--- config.mk ---
export PLATFORM = sky130hd
export DESIGN_NAME = jk_sync_up_counter
export DESIGN_NICKNAME = d
export VERILOG_FILES = /design/src/rtl/jk_sync_up_counter_pkg.sv /design/src/rtl/jk_sync_up_counter_jkff_sync.sv /design/src/rtl/jk_sync_up_counter.sv
export SDC_FILE = /design/constraint.sdc
export NUM_CORES = 1
export LEC_CHECK = 0
export CORE_UTILIZATION = 36
export DETAILED_ROUTE_END_ITERATION = 10
export PLACE_DENSITY = 0.82
export RECOVER_POWER = 50
export SETUP_SLACK_MARGIN = 0.5
export SYNTH_ARGS = -nofsm -noshare
export SYNTH_HDL_FRONTEND = slang
export SYNTH_SLANG_ARGS = --single-unit
--- constraint.sdc ---
create_clock -name clk -period 1.3 [get_ports clk]
set_input_delay 0.195 -clock clk [delete_from_list [all_inputs] [get_ports clk]]
set_output_delay 0.195 -clock clk [all_outputs]
set_load 0.02 [all_outputs]
--- src/rtl/jk_sync_up_counter_pkg.sv ---
// Shared defaults and JK encodings for the JK-based counters.
// Holds WIDTH/MODULUS defaults and the {J,K} pair codes.
package jk_sync_up_counter_pkg;

  localparam int DEF_WIDTH   = 6;
  localparam int DEF_MODULUS = 64;

  // {J,K} pair as driven into a jkff_sync stage
  typedef enum logic [1:0] {
    JK_HOLD   = 2'b00,
    JK_RESET  = 2'b01,
    JK_SET    = 2'b10,
    JK_TOGGLE = 2'b11
  } jk_t;

endpackage

--- src/rtl/jk_sync_up_counter_jkff_sync.sv ---
// jkff_sync: one JK flip-flop with synchronous active-high clr.
// Ports: clk, clr, j, k in; q, qnot out (both registered).
module jkff_sync
  import jk_sync_up_counter_pkg::*;
(
  input  logic clk,
  input  logic clr,
  input  logic j,
  input  logic k,
  output logic q,
  output logic qnot
);

  logic q_q;
  logic qn_q;
  logic q_d;

  always_comb begin
    q_d = q_q;
    unique case ({j, k})
      JK_SET:    q_d = 1'b1;
      JK_RESET:  q_d = 1'b0;
      JK_TOGGLE: q_d = ~q_q;
      default:   q_d = q_q;
    endcase
  end

  // qnot is its own register but always loaded with ~q_d,
  // so the pair cannot diverge, clr included.
  always_ff @(posedge clk) begin
    if (clr) begin
      q_q  <= 1'b0;
      qn_q <= 1'b1;
    end else begin
      q_q  <= q_d;
      qn_q <= ~q_d;
    end
  end

  assign q    = q_q;
  assign qnot = qn_q;

endmodule

--- src/rtl/jk_sync_up_counter.sv ---
// Synchronous modulo-MODULUS up counter built from JK stages.
// In: clk, clr, en, load, d, ovf_clr. Out: q, qnot, tc, ovf.
module jk_sync_up_counter
  import jk_sync_up_counter_pkg::*;
#(
  parameter int WIDTH   = DEF_WIDTH,
  parameter int MODULUS = DEF_MODULUS
) (
  input  logic             clk,
  input  logic             clr,
  input  logic             en,
  input  logic             load,
  input  logic [WIDTH-1:0] d,
  input  logic             ovf_clr,
  output logic [WIDTH-1:0] q,
  output logic [WIDTH-1:0] qnot,
  output logic             tc,
  output logic             ovf
);

  localparam logic [WIDTH-1:0] LAST =
    WIDTH'(MODULUS - 1);

  logic             at_last;
  logic             wrap;
  logic [WIDTH-1:0] cy;
  logic [WIDTH-1:0] j_d;
  logic [WIDTH-1:0] k_d;
  jk_t              sel;
  logic             ovf_k;
  logic             ovf_unused;

  // >= so an out-of-range loaded value wraps on the next enable
  assign at_last = (q >= LAST);
  assign tc      = en & at_last;
  assign wrap    = en & ~load & at_last;

  always_comb begin
    cy    = '0;
    j_d   = '0;
    k_d   = '0;
    sel   = JK_HOLD;
    // bit i toggles when en and all lower bits are 1
    cy[0] = en;
    for (int i = 1; i < WIDTH; i++) begin
      cy[i] = cy[i-1] & q[i-1];
    end
    for (int i = 0; i < WIDTH; i++) begin
      unique case (1'b1)
        load:    sel = d[i] ? JK_SET : JK_RESET;
        wrap:    sel = JK_RESET;
        default: sel = cy[i] ? JK_TOGGLE : JK_HOLD;
      endcase
      {j_d[i], k_d[i]} = sel;
    end
  end

  for (genvar i = 0; i < WIDTH; i++) begin : g_bit
    jkff_sync u_ff (
      .clk  (clk),
      .clr  (clr),
      .j    (j_d[i]),
      .k    (k_d[i]),
      .q    (q[i]),
      .qnot (qnot[i])
    );
  end

  // wrap beats a simultaneous ovf_clr
  assign ovf_k = ovf_clr & ~wrap;

  jkff_sync u_ovf (
    .clk  (clk),
    .clr  (clr),
    .j    (wrap),
    .k    (ovf_k),
    .q    (ovf),
    .qnot (ovf_unused)
  );

endmodule

; Word-level counts from Yosys, hierarchy flattened
; Index checks and enable logic that the tools add are counted.
[word_totals]
register_bits = 13
out_inout_bits = 14
wordCells = 85
[classes]
magnitude_cmp = 1
eq_ne = 21
n_mux = 25
bitwise = 24
reduce_logical = 1
[ops]
columns = cell, n
row1 = "equality test 2 bit, second input constant", 14
row2 = 2-to-1 mux 2 bit, 12
row3 = one-hot mux 2 bit (2 select lines), 6
row4 = one-hot mux 1 bit (3 select lines), 7
row5 = inverter 1 bit, 15
row6 = "equality test 2 x 1 -> 1 bit, second input constant", 7
row7 = bitwise AND 1 bit, 9
row8 = "greater-or-equal comparator 6 bit, second input constant", 1
row9 = nonzero test 3 bit, 1

; Depth between registers and ports, before layout
; Gate-level depths: netlist (run 1).
[logic_depth]
word_depth = 10
ltp_mapped = 3
mapped_depth_nobuf = 3

; By module
; Synthesis (run 1) repeated with hierarchy kept, for this count alone.
[unflattened]
cells_unflattened = 76
area_unflattened_um2 = 659.4
[by_module_without_submodules]
columns = mod, instances, cells_per_inst, area_per_inst_um2, seq_area_each_um2
row1 = jkff_sync, 7, 6, 67.6, 40.0
row2 = jk_sync_up_counter, 1, 34, 186.4, 0.0

; Worst setup path after synthesis (run 1)
; OpenSTA, ideal clock, no wires.
[synth_timing]
kind = register -> register
start = reg g_bit[0].u_ff.q_q
end = reg g_bit[5].u_ff.qn_q
setup_time_ns = 0.134
t_arrival_ns = 1.221
t_required_ns = 1.166
setup_slack_ns = -0.055
path_stages_with_launch = 4
n_path_buf = 0
period_less_slack_ns = 1.355
cell_sequence = dfxtp_1 > and4_4 > a311oi_1 > or4_1
[synth_via]
elab_chain_len = 10
[synth_rtl]
columns = item, line
row1 = "start, declared", jk_sync_up_counter_jkff_sync.sv:14  ; logic q_q;
row2 = "start signal, assigned", jk_sync_up_counter_jkff_sync.sv:35  ; q_q <= q_d;
row3 = bitwise AND 1 bit (5 in a row), jk_sync_up_counter.sv:46  ; cy[i] = cy[i-1] & q[i-1];
row4 = 2-to-1 mux 2 bit, jk_sync_up_counter.sv:52  ; default: sel = cy[i] ? JK_TOGGLE : JK_HOLD;
row5 = one-hot mux 2 bit (2 select lines) (*), jk_sync_up_counter.sv:49  ; unique case (1'b1)
row6 = equality test 2 bit or equality test 2 x 1 -> 1 bit (tied branches), jk_sync_up_counter_jkff_sync.sv:20  ; unique case ({j, k})
row7 = one-hot mux 1 bit (3 select lines) (*), jk_sync_up_counter_jkff_sync.sv:20
row8 = inverter 1 bit (*), jk_sync_up_counter_jkff_sync.sv:36  ; qn_q <= ~q_d;
row9 = "end signal, assigned", jk_sync_up_counter_jkff_sync.sv:36
row10 = "end, declared", jk_sync_up_counter_jkff_sync.sv:15  ; logic qn_q;
; Every way passes the cells marked *; elsewhere a longest branch is shown, timed or not.
; A chain may end at the register's enable or synchronous reset.

; Worst setup path in the final report (run 1)
[layout_timing]
start = reg g_bit[1].u_ff.q_q
end = reg g_bit[5].u_ff.qn_q
[layout_via]
elab_chain_len = 9
[layout_rtl]
columns = item, line
row1 = "start, declared", jk_sync_up_counter_jkff_sync.sv:14
row2 = "start signal, assigned", jk_sync_up_counter_jkff_sync.sv:35
row3 = branches (longest 5 deep; another with greater-or-equal comparator 6 bit), n/a
row4 = one-hot mux 2 bit (2 select lines) (*), jk_sync_up_counter.sv:49
row5 = equality test 2 bit or equality test 2 x 1 -> 1 bit (tied branches), jk_sync_up_counter_jkff_sync.sv:20
row6 = one-hot mux 1 bit (3 select lines) (*), jk_sync_up_counter_jkff_sync.sv:20
row7 = inverter 1 bit (*), jk_sync_up_counter_jkff_sync.sv:36
; Mark *: on every way between the ends.

==> impl_metrics.env, run 1 <==
export IMPL_root_buffer="clkbuf_4"
export IMPL_clkPwrFrac_pct=24.1
export IMPL_grt_start_max_net_pins=11
export IMPL_p_sw_share_pct=28.6
export IMPL_fp_dieW_um=43.3
export IMPL_numCtsBuffers=3
export IMPL_first_global_vias=591
export IMPL_fill_cells=106
export IMPL_finalSetupViolCount=4
export IMPL_dr_pass1_iters=2
export IMPL_met3WireLength_um=64
export IMPL_cts_buffer_depth=2
export IMPL_required_ns=1.44
export IMPL_crit_fanout=2
export IMPL_fmax_mhz=714
export IMPL_post_synth_num_cell_types=24
export IMPL_synth_area_um2=613
export IMPL_cp_top_family="simple AND/OR/NAND/NOR gates"
export IMPL_synth_ff_type="dfxtp_1"
export IMPL_hold_viol=0
export IMPL_synth_seq_area_share_pct=42.4
export IMPL_clock_sinks=13
export IMPL_p_per_area_nw_per_um2=886
export IMPL_die_y_um=43.3
export IMPL_routed_top_layer="met4"
export IMPL_whs_ns=0.488
export IMPL_yosysWarnings=0
export IMPL_outcome="finished, violations left"
export IMPL_combPwrFrac_pct=31.8
export IMPL_slowest_delay_ns=0.50
export IMPL_final_cells=117
export IMPL_syn_inst=67
export IMPL_antenna_cells=0
export IMPL_path_class="reg -> reg"
export IMPL_hold_class="in -> reg"
export IMPL_routedWlPerCell_um=14.3
export IMPL_fin_crit_ns=1.40
export IMPL_setup_ws_ns=-0.0998
export IMPL_syn_nets=78
export IMPL_syn2layout_area_growth_pct=86.9
export IMPL_ant_nets=0
export IMPL_synth_top_cell_area_share_pct=42.4
export IMPL_syn_avg_cell_area_um2=9.15
export IMPL_clk_latency_ns=0.27
export IMPL_drive_gt1_share_pct=65.3
export IMPL_num_vias=588
export IMPL_grt_usage_pct=17.8
export IMPL_nNetsFinal=113
export IMPL_yosysTopAreaCell="dfxtp_1"
export IMPL_placed_cells=106
export IMPL_crit_buf_inv=1
export IMPL_cts_tree="done"
export IMPL_wl_met2_um=916
export IMPL_antenna_found_initial=0
export IMPL_ir_drop_mv=0.596
export IMPL_drt_iter0_markers=8
export IMPL_power_leakage_nw=0.502
export IMPL_synth_edf_count=0
export IMPL_min_period_over_period_pct=108
export IMPL_overflow=0
export IMPL_cts_clk_slew_worst_paths_ns=0.08
export IMPL_critPathLaunchType="flop"
export IMPL_relSlewSlack_pct=78.4
export IMPL_worst_pin_slew_ns=0.324
export IMPL_htreeDepth=1
export IMPL_p_sw_w=0.000290
export IMPL_rsz0062_at_grt="true"
export IMPL_wl_um=1670
export IMPL_p_seq_share_pct=44.1
export IMPL_fin_worst_skew_ns=0.00418
export IMPL_portBuffers=24
export IMPL_row_count=14
export IMPL_cap_violations=0
export IMPL_async_reset_ff_share_pct=0
export IMPL_via_per_inst=5.03
export IMPL_pin_count=25
export IMPL_violations="negative setup slack"
export IMPL_dp_final_hpwl_um=964
export IMPL_slowest_stage="or4_1"
export IMPL_gp_congestion=0.798
export IMPL_arrival_ns=1.54
export IMPL_start_util_pct=39.8
export IMPL_drt_met1_wl_um=674
export IMPL_crit_chain="and4_4 > buf_6 > a311oi_2 > or4_1"
export IMPL_internal_power_w=0.000726
export IMPL_drc=0
export IMPL_ys_ff_latch=13
export IMPL_grt_pass1_wl_um=2480
export IMPL_dieArea_um2=1870
export IMPL_finalMaxSlewViolations=0
export IMPL_synth_area_leaders="dfxtp_1 (42%), buf_4 (15%), a211o_1 (4.3%)"
export IMPL_end_kind="flop"
export IMPL_core_region_area_um2=1540
[repair_timing]
action | 4_1_cts | 5_1_grt
setup endpoints to repair | 27 | 27
pin swaps | 8 | 7
hold buffers | 0 | 0
buffers inserted | 4 | 3
gates resized for setup | 117 | 9
[per-layer routing]
metal | vias up | global-route usage, %
li1 | 289 | -
met1 | 279 | 18.9
met2 | 18 | 33.7
met3 | 2 | 2.98
met4 | 0 | 7.27
met5 | - | 0
[worst reg2reg max path, stage by stage (launching register included)]
cell,delay [ns]
dfxtp_2,0.35
and4_4,0.23
buf_6,0.10
a311oi_2,0.09
or4_1,0.50
[registers in the layout (all words and copies together), names as in the netlist]
| signal | flops |
|---|---|
| g_bit.u_ff.q | 6 |
| g_bit.u_ff.qnot | 6 |
| u_ovf.q | 1 |
[final timing paths]
check / endpoint / slack, ns / cells past startpoint / startpoint
worst max-delay path: g_bit[5].u_ff.qnot / -0.1 / 4 / g_bit[1].u_ff.q
worst min-delay path: g_bit[0].u_ff.q / 0.49 / 3 / d[0]
worst max register to register: g_bit[5].u_ff.qnot / -0.1 / 4 / g_bit[1].u_ff.q
worst min register to register: g_bit[4].u_ff.q / 0.61 / 3 / g_bit[4].u_ff.q
[cells in the mapped netlist (2+ instances only)]
cell type,number
dfxtp_1,13
xor2_1,2
nor4_1,2
xnor2_1,2
clkbuf_1,2
nor2_1,4
o21a_1,2
a21oi_1,2
a211oi_1,3
o21ai_0,3
buf_4,12
inv_1,6
a211o_1,3
[cell usage in the layout, fill, tap and decap left out, drive strengths merged]
master / Yosys / routed
a211oi: 3 / 3
a211o: 3 / 3
dlygate4sd2: 0 / 1
a21oi: 2 / 2
clkbuf: 2 / 4
o21ai: 3 / 3
o21a: 2 / 2
clkdlybuf4s50: 0 / 9
dfxtp: 13 / 13
nand2b: 1 / 1
nor4: 2 / 2
nand3: 1 / 1
o21ba: 1 / 1
inv: 6 / 6
a31oi: 1 / 1
xor2: 2 / 2
nor2b: 1 / 1
nand4: 1 / 1
buf: 12 / 34
or4: 1 / 1
nor2: 4 / 4
xnor2: 2 / 2
and4: 2 / 2
a311oi: 1 / 1
nand2: 1 / 1
[logic make-up (layout without fill, tap and decap cells)]
group	after synthesis	count (layout)	synth area share (%)
simple gates	14	14	13.7
buf+inv	20	54	19.6
xor+xnor	4	4	5.72
compound gates	16	16	18.6
flops	13	13	42.4
[layout make-up]
type	instances	area, µm²	share of cell area [%]
clock buffers	4	26.3	2.29
multi-input cells	34	357	31.1
well taps	16	20.0	1.75
repair buffers	44	444	38.8
flip-flops and latches	13	277	24.1
inverters	6	22.5	1.97
[power by group through the flow]
stage / Sequential, W / Clock, W / Combinational, W
after floorplan: 0.000455 / 0 / 0.000134
after global placement: 0.000446 / 0 / 0.000233
after detailed placement: 0.000447 / 0 / 0.000237
after CTS: 0.000446 / 0.000254 / 0.000289
after global routing: 0.000451 / 0.000271 / 0.000338
final: 0.000448 / 0.000245 / 0.000323
[per-stage QoR]
stage	total power (W)	TNS, ns	instance area (µm²)	setup slack, ns	util [%]
after floorplan	0.000589	-0.0000839	629	-0.0000839	-
final	0.00102	-0.256	1150	-0.0998	74.4
after global routing	0.00106	-0.397	1150	-0.133	74.4
after global placement	0.000679	-2.10	890	-0.605	57.7
after detailed placement	0.000684	-2.30	890	-0.604	57.7
after CTS	0.000989	-0.0907	1070	-0.0553	69.4
Power figures use the tool's default switching activity.
==> run 2, diff against run 1 <==
--- a/config.mk
+++ b/config.mk
@@ -5,9 +5,9 @@
 export SDC_FILE = /design/constraint.sdc
 export NUM_CORES = 1
 export LEC_CHECK = 0
-export CORE_UTILIZATION = 36
+export CORE_UTILIZATION = 40
 export DETAILED_ROUTE_END_ITERATION = 10
-export PLACE_DENSITY = 0.82
+export PLACE_DENSITY = 0.85
 export RECOVER_POWER = 50
 export SETUP_SLACK_MARGIN = 0.5
 export SYNTH_ARGS = -nofsm -noshare
==> constraint.sdc (replaced) <==
create_clock -name clk -period 1.6 [get_ports clk]
set_input_delay 0.24 -clock clk [delete_from_list [all_inputs] [get_ports clk]]
set_output_delay 0.24 -clock clk [all_outputs]
set_load 0.02 [all_outputs]
==> run 2 against run 1 <==
  * Combinational power fell by 39%
  * Clock power fell by 18%
  * Sequential power fell by 20%
  * Sequential share of layout area rose by 4.1 points
  * Die area fell by 9.5%
  * Wire length fell by 7.3%
  * Via count fell by 1.5%
  * Global-route usage rose by 1.8 points
  * The flow now finishes without violations
  * Register-to-register slack improved by 0.26 ns
  * Cell area fell by 18%
  * Sequential cell count did not move
  * Critical path type unchanged
  * Utilization fell by 5.2 points
  * Largest power group unchanged
==> impl_metrics.env, run 2 (synthesis results as in run 1) <==
export IMPL_outcome="completed"
export IMPL_pin_count=25
export IMPL_start_util_pct=44.9
export IMPL_antenna_found_initial=0
export IMPL_place_worst_setup_slack_ns=-0.419
export IMPL_portBuffers=24
export IMPL_fp_dieW_um=41.2
export IMPL_end_kind="flop"
export IMPL_p_per_area_nw_per_um2=805
export IMPL_finalSetupTns_ns=0
export IMPL_routedWlPerCell_um=13.6
export IMPL_dp_final_hpwl_um=1090
export IMPL_worst_pin_slew_ns=0.288
export IMPL_cts_clk_slew_worst_paths_ns=0.08
export IMPL_finalSetupViolCount=0
export IMPL_fin_worst_skew_ns=0.00696
export IMPL_overflow=0
export IMPL_hold_viol=0
export IMPL_gp_congestion=0.747
export IMPL_arrival_ns=1.59
export IMPL_grt_start_max_net_pins=11
export IMPL_num_vias=579
export IMPL_ant_nets=0
export IMPL_fin_crit_ns=1.44
export IMPL_setup_ws_ns=0.165
export IMPL_clk_latency_ns=0.27
export IMPL_critPathLaunchType="flop"
export IMPL_grt_pass1_wl_um=2070
export IMPL_cts_tree="done"
export IMPL_path_class="reg -> reg"
export IMPL_min_period_over_period_pct=89.7
export IMPL_row_count=13
export IMPL_drc=0
export IMPL_whs_ns=0.547
export IMPL_wl_um=1550
export IMPL_crit_fanout=5
export IMPL_root_buffer="clkbuf_4"
export IMPL_p_total_w=0.000760
export IMPL_cts_buffer_depth=2
export IMPL_cap_violations=0
export IMPL_numCtsBuffers=3
export IMPL_nNetsFinal=111
export IMPL_hold_class="in -> reg"
export IMPL_relSlewSlack_pct=80.6
export IMPL_drive_gt1_share_pct=40.4
export IMPL_antenna_cells=0
export IMPL_syn2layout_area_growth_pct=54.1
export IMPL_utilization_pct=69.1
export IMPL_clock_sinks=13
export IMPL_core_region_area_um2=1370
export IMPL_layout_commonest_cell="buf_4"
export IMPL_grt_usage_pct=19.6
export IMPL_fmax_mhz=697
export IMPL_dieArea_um2=1690
export IMPL_first_global_vias=496
export IMPL_cts_hold_fix_buffers=0
export IMPL_via_per_inst=5.08
export IMPL_dr_pass1_iters=4
export IMPL_finalMaxSlewViolations=0
export IMPL_ir_drop_mv=0.530
export IMPL_rsz0062_at_grt="true"
export IMPL_required_ns=1.75
export IMPL_power_leakage_nw=0.407
export IMPL_die_y_um=41.2
export IMPL_htreeDepth=1
export IMPL_drt_iter0_markers=4
export IMPL_final_cell_mix="buf_4 (12), buf_6 (11), clkbuf_1 (9)"
-- run 2: cell types whose count changed in the layout (fill, tap and decap cells not counted), sizes merged --
cell / previous run / this run
clkdlybuf4s50: 9 / 8
dlygate4sd2: 1 / 2
buf: 34 / 23
clkdlybuf4s15: 0 / 1
clkbuf: 4 / 12
-- run 2: where the power goes --
group	switching, W	internal (W)	leakage, nW
combinational	0.0000970	0.000101	0.282
clock	0.000105	0.0000966	0.0150
sequential	0.0000119	0.000348	0.110
-- run 2: metrics by stage --
| step | area [µm²] | instances |
|---|---|---|
| finish | 945 | 114 |
| global route | 945 | 114 |
| CTS | 950 | 111 |
| detailed placement | 867 | 103 |
| global placement | 867 | 103 |
| floorplan | 623 | 67 |
-- run 2: final timing paths --
| kind | end | start | cells after the start | slack, ns |
|---|---|---|---|---|
| worst min-delay path | g_bit[0].u_ff.q | d[0] | 3 | 0.55 |
| worst max register to register | g_bit[5].u_ff.qnot | g_bit[0].u_ff.q | 5 | 0.16 |
| worst max-delay path | g_bit[5].u_ff.qnot | g_bit[0].u_ff.q | 5 | 0.16 |
| worst min register to register | u_ovf.q | u_ovf.q | 2 | 0.62 |
-- run 2: area by class of cell --
type                    instances  area (µm²)
multi-input cells              34         258
fillers                       125         422
flip-flops and latches         13         267
clock buffers                   4        26.3
inverters                       6        22.5
well taps                      15        18.8
repair buffers                 42         353
-- run 2: timing repair --
item,in CTS,in global routing
gates cloned,0,0
buffers inserted,4,3
endpoints found under the setup margin,24,18
gates resized for setup,69,14
pin swaps,6,3
-- run 2: routing by layer --
metal	up-vias	wire length [µm]	part of all wire (%)	track usage, %
li1	287	-	-	-
met1	267	611	39	19.7
met2	21	834	54	37.9
met3	4	88	5.7	3.26
met4	0	17	1.1	9.68
met5	-	0	0	0
-- run 2: worst max-delay path, stage by stage, from the launching register on --
cell and delay [ns]:
dfxtp_1 0.32, clkbuf_1 0.16, nand4_1 0.16, nor4_2 0.05, buf_4 0.13, or4_1 0.49
==> run 3, diff against run 2 <==
--- a/config.mk
+++ b/config.mk
@@ -5,9 +5,9 @@
 export SDC_FILE = /design/constraint.sdc
 export NUM_CORES = 1
 export LEC_CHECK = 0
-export CORE_UTILIZATION = 40
+export CORE_UTILIZATION = 43
 export DETAILED_ROUTE_END_ITERATION = 10
-export PLACE_DENSITY = 0.85
+export PLACE_DENSITY = 0.9
 export RECOVER_POWER = 50
 export SETUP_SLACK_MARGIN = 0.5
 export SYNTH_ARGS = -nofsm -noshare
==> constraint.sdc (replaced) <==
create_clock -name clk -period 1.82 [get_ports clk]
set_input_delay 0.273 -clock clk [delete_from_list [all_inputs] [get_ports clk]]
set_output_delay 0.273 -clock clk [all_outputs]
set_load 0.02 [all_outputs]
==> run 3 against run 2 <==
  * Final cell count is 9.6% lower
  * Count of clock-buffer cells in the layout unchanged
  * Cell area shrank 9.5%
  * Utilization decreased by 4.3 points
  * Sequential power is 12% lower
  * Critical path type is now reg -> out
  * Largest power group unchanged
  * Die area decreased by 6.6%
  * Clock skew fell by 0.0018 ns
==> impl_metrics.env, run 3 (synthesis results as in run 1) <==
export IMPL_clock_sinks=13
export IMPL_root_buffer="clkbuf_4"
export IMPL_rsz0062_at_grt="true"
export IMPL_ant_nets=0
export IMPL_grt_pass1_wl_um=1900
export IMPL_internal_power_w=0.000456
export IMPL_hold_depth=3
export IMPL_cap_violations=0
export IMPL_worst_pin_slew_ns=0.375
export IMPL_min_period_over_period_pct=80.3
export IMPL_overflow=0
export IMPL_fp_dieW_um=39.8
export IMPL_drt_iter0_markers=2
export IMPL_end_kind="output port"
export IMPL_fin_crit_ns=1.46
export IMPL_finalSetupViolCount=0
export IMPL_cp_top_family="simple AND/OR/NAND/NOR gates"
export IMPL_cts_clk_slew_worst_paths_ns=0.08
export IMPL_crit_top_cell="and4_4"
export IMPL_wl_um=1260
export IMPL_dieArea_um2=1580
export IMPL_drive_gt1_share_pct=20.5
export IMPL_routedWlPerCell_um=12.2
export IMPL_slowest_stage="dfxtp_4"
export IMPL_portBuffers=24
export IMPL_setup_ws_ns=0.358
export IMPL_syn2layout_area_growth_pct=39.4
export IMPL_start_util_pct=46.5
export IMPL_nNetsFinal=100
export IMPL_combPwrFrac_pct=22.1
export IMPL_dr_pass1_iters=4
export IMPL_fin_worst_skew_ns=0.00514
export IMPL_whs_ns=0.570
export IMPL_power_leakage_nw=0.363
export IMPL_outcome="completed"
export IMPL_finalMaxSlewViolations=0
export IMPL_first_global_vias=469
export IMPL_p_sw_share_pct=27.1
export IMPL_core_region_area_um2=1320
export IMPL_r2r_cells=4
export IMPL_antenna_cells=0
export IMPL_via_per_inst=5.05
export IMPL_cp_depth=3
export IMPL_pin_count=25
export IMPL_cts_buffer_depth=2
export IMPL_place_worst_setup_slack_ns=-0.254
export IMPL_antenna_found_initial=0
export IMPL_clkPwrFrac_pct=27.4
export IMPL_hold_class="in -> reg"
export IMPL_gp_congestion=0.760
export IMPL_critPathLaunchType="flop"
export IMPL_p_per_area_nw_per_um2=733
export IMPL_fmax_mhz=684
export IMPL_hold_viol=0
export IMPL_crit_chain="and4_4 > and4_4 > buf_6"
export IMPL_p_seq_share_pct=50.5
export IMPL_cts_tree="done"
export IMPL_arrival_ns=1.19
export IMPL_required_ns=1.55
export IMPL_crit_fanout=2
export IMPL_row_count=13
export IMPL_numCtsBuffers=3
export IMPL_ir_drop_mv=0.486
export IMPL_grt_usage_pct=18.4
export IMPL_clk_latency_ns=0.27
export IMPL_utilization_pct=64.9
export IMPL_num_vias=520
export IMPL_cts_hold_fix_buffers=0
export IMPL_relSlewSlack_pct=75.0
export IMPL_p_sw_w=0.000170
export IMPL_final_cell_mix="dfxtp_1 (11), dlygate4sd2_1 (11), clkdlybuf4s50_1 (8)"
export IMPL_htreeDepth=1
export IMPL_path_class="reg -> out"
export IMPL_grt_start_max_net_pins=11
export IMPL_die_y_um=39.8
export IMPL_drc=0
export IMPL_crit_buf_inv=1
export IMPL_slowest_delay_ns=0.36
[run 3: final cells by class]
type / count / area, µm²
Clock buffer: 4 / 26.3
Fill cell: 119 / 463
Timing Repair Buffer: 31 / 279
Sequential cell: 13 / 268
Inverter: 6 / 22.5
Multi-Input combinational cell: 34 / 240
Tap cell: 15 / 18.8
[run 3: power groups by stage]
stage / clock network (W) / registers (W) / logic, W
after floorplan: 0 / 0.000324 / 0.0000946
after CTS: 0.000182 / 0.000315 / 0.000139
after global routing: 0.000194 / 0.000319 / 0.000151
final: 0.000172 / 0.000316 / 0.000138
after detailed placement: 0 / 0.000326 / 0.000142
after global placement: 0 / 0.000325 / 0.000140
[run 3: worst paths after layout]
path              slack, ns            start            endpoint
hold reg to reg        0.59  g_bit[4].u_ff.q     g_bit[4].u_ff.q
hold / removal         0.57             d[0]     g_bit[0].u_ff.q
setup / recovery       0.36  g_bit[0].u_ff.q                  tc
setup reg to reg       0.39  g_bit[0].u_ff.q  g_bit[5].u_ff.qnot
[run 3: through the flow]
stage               cell area (µm²)  setup TNS [ns]  total power, W  instances
floorplan                       616               0        0.000418         67
global placement                815          -0.235        0.000465         97
detailed placement              815          -0.297        0.000468         97
CTS                             846               0        0.000636        103
global route                    855               0        0.000663        103
finish                          855               0        0.000626        103
[run 3: what timing repair did]
action                                  in CTS  in global routing
resized for setup                           25                  4
buffers inserted                             2                  0
endpoints found under the setup margin      18                  7
[run 3: metal layers]
metal,wire length (µm),GRT usage (%)
met4,0,7.76
met3,77,3.41
met1,535,20.1
met5,0,0
met2,647,33.6
[run 3: worst min-delay path, cell delays in order]
cell and delay, ns:
clkdlybuf4s50_1 0.39, inv_1 0.07, a211oi_1 0.07
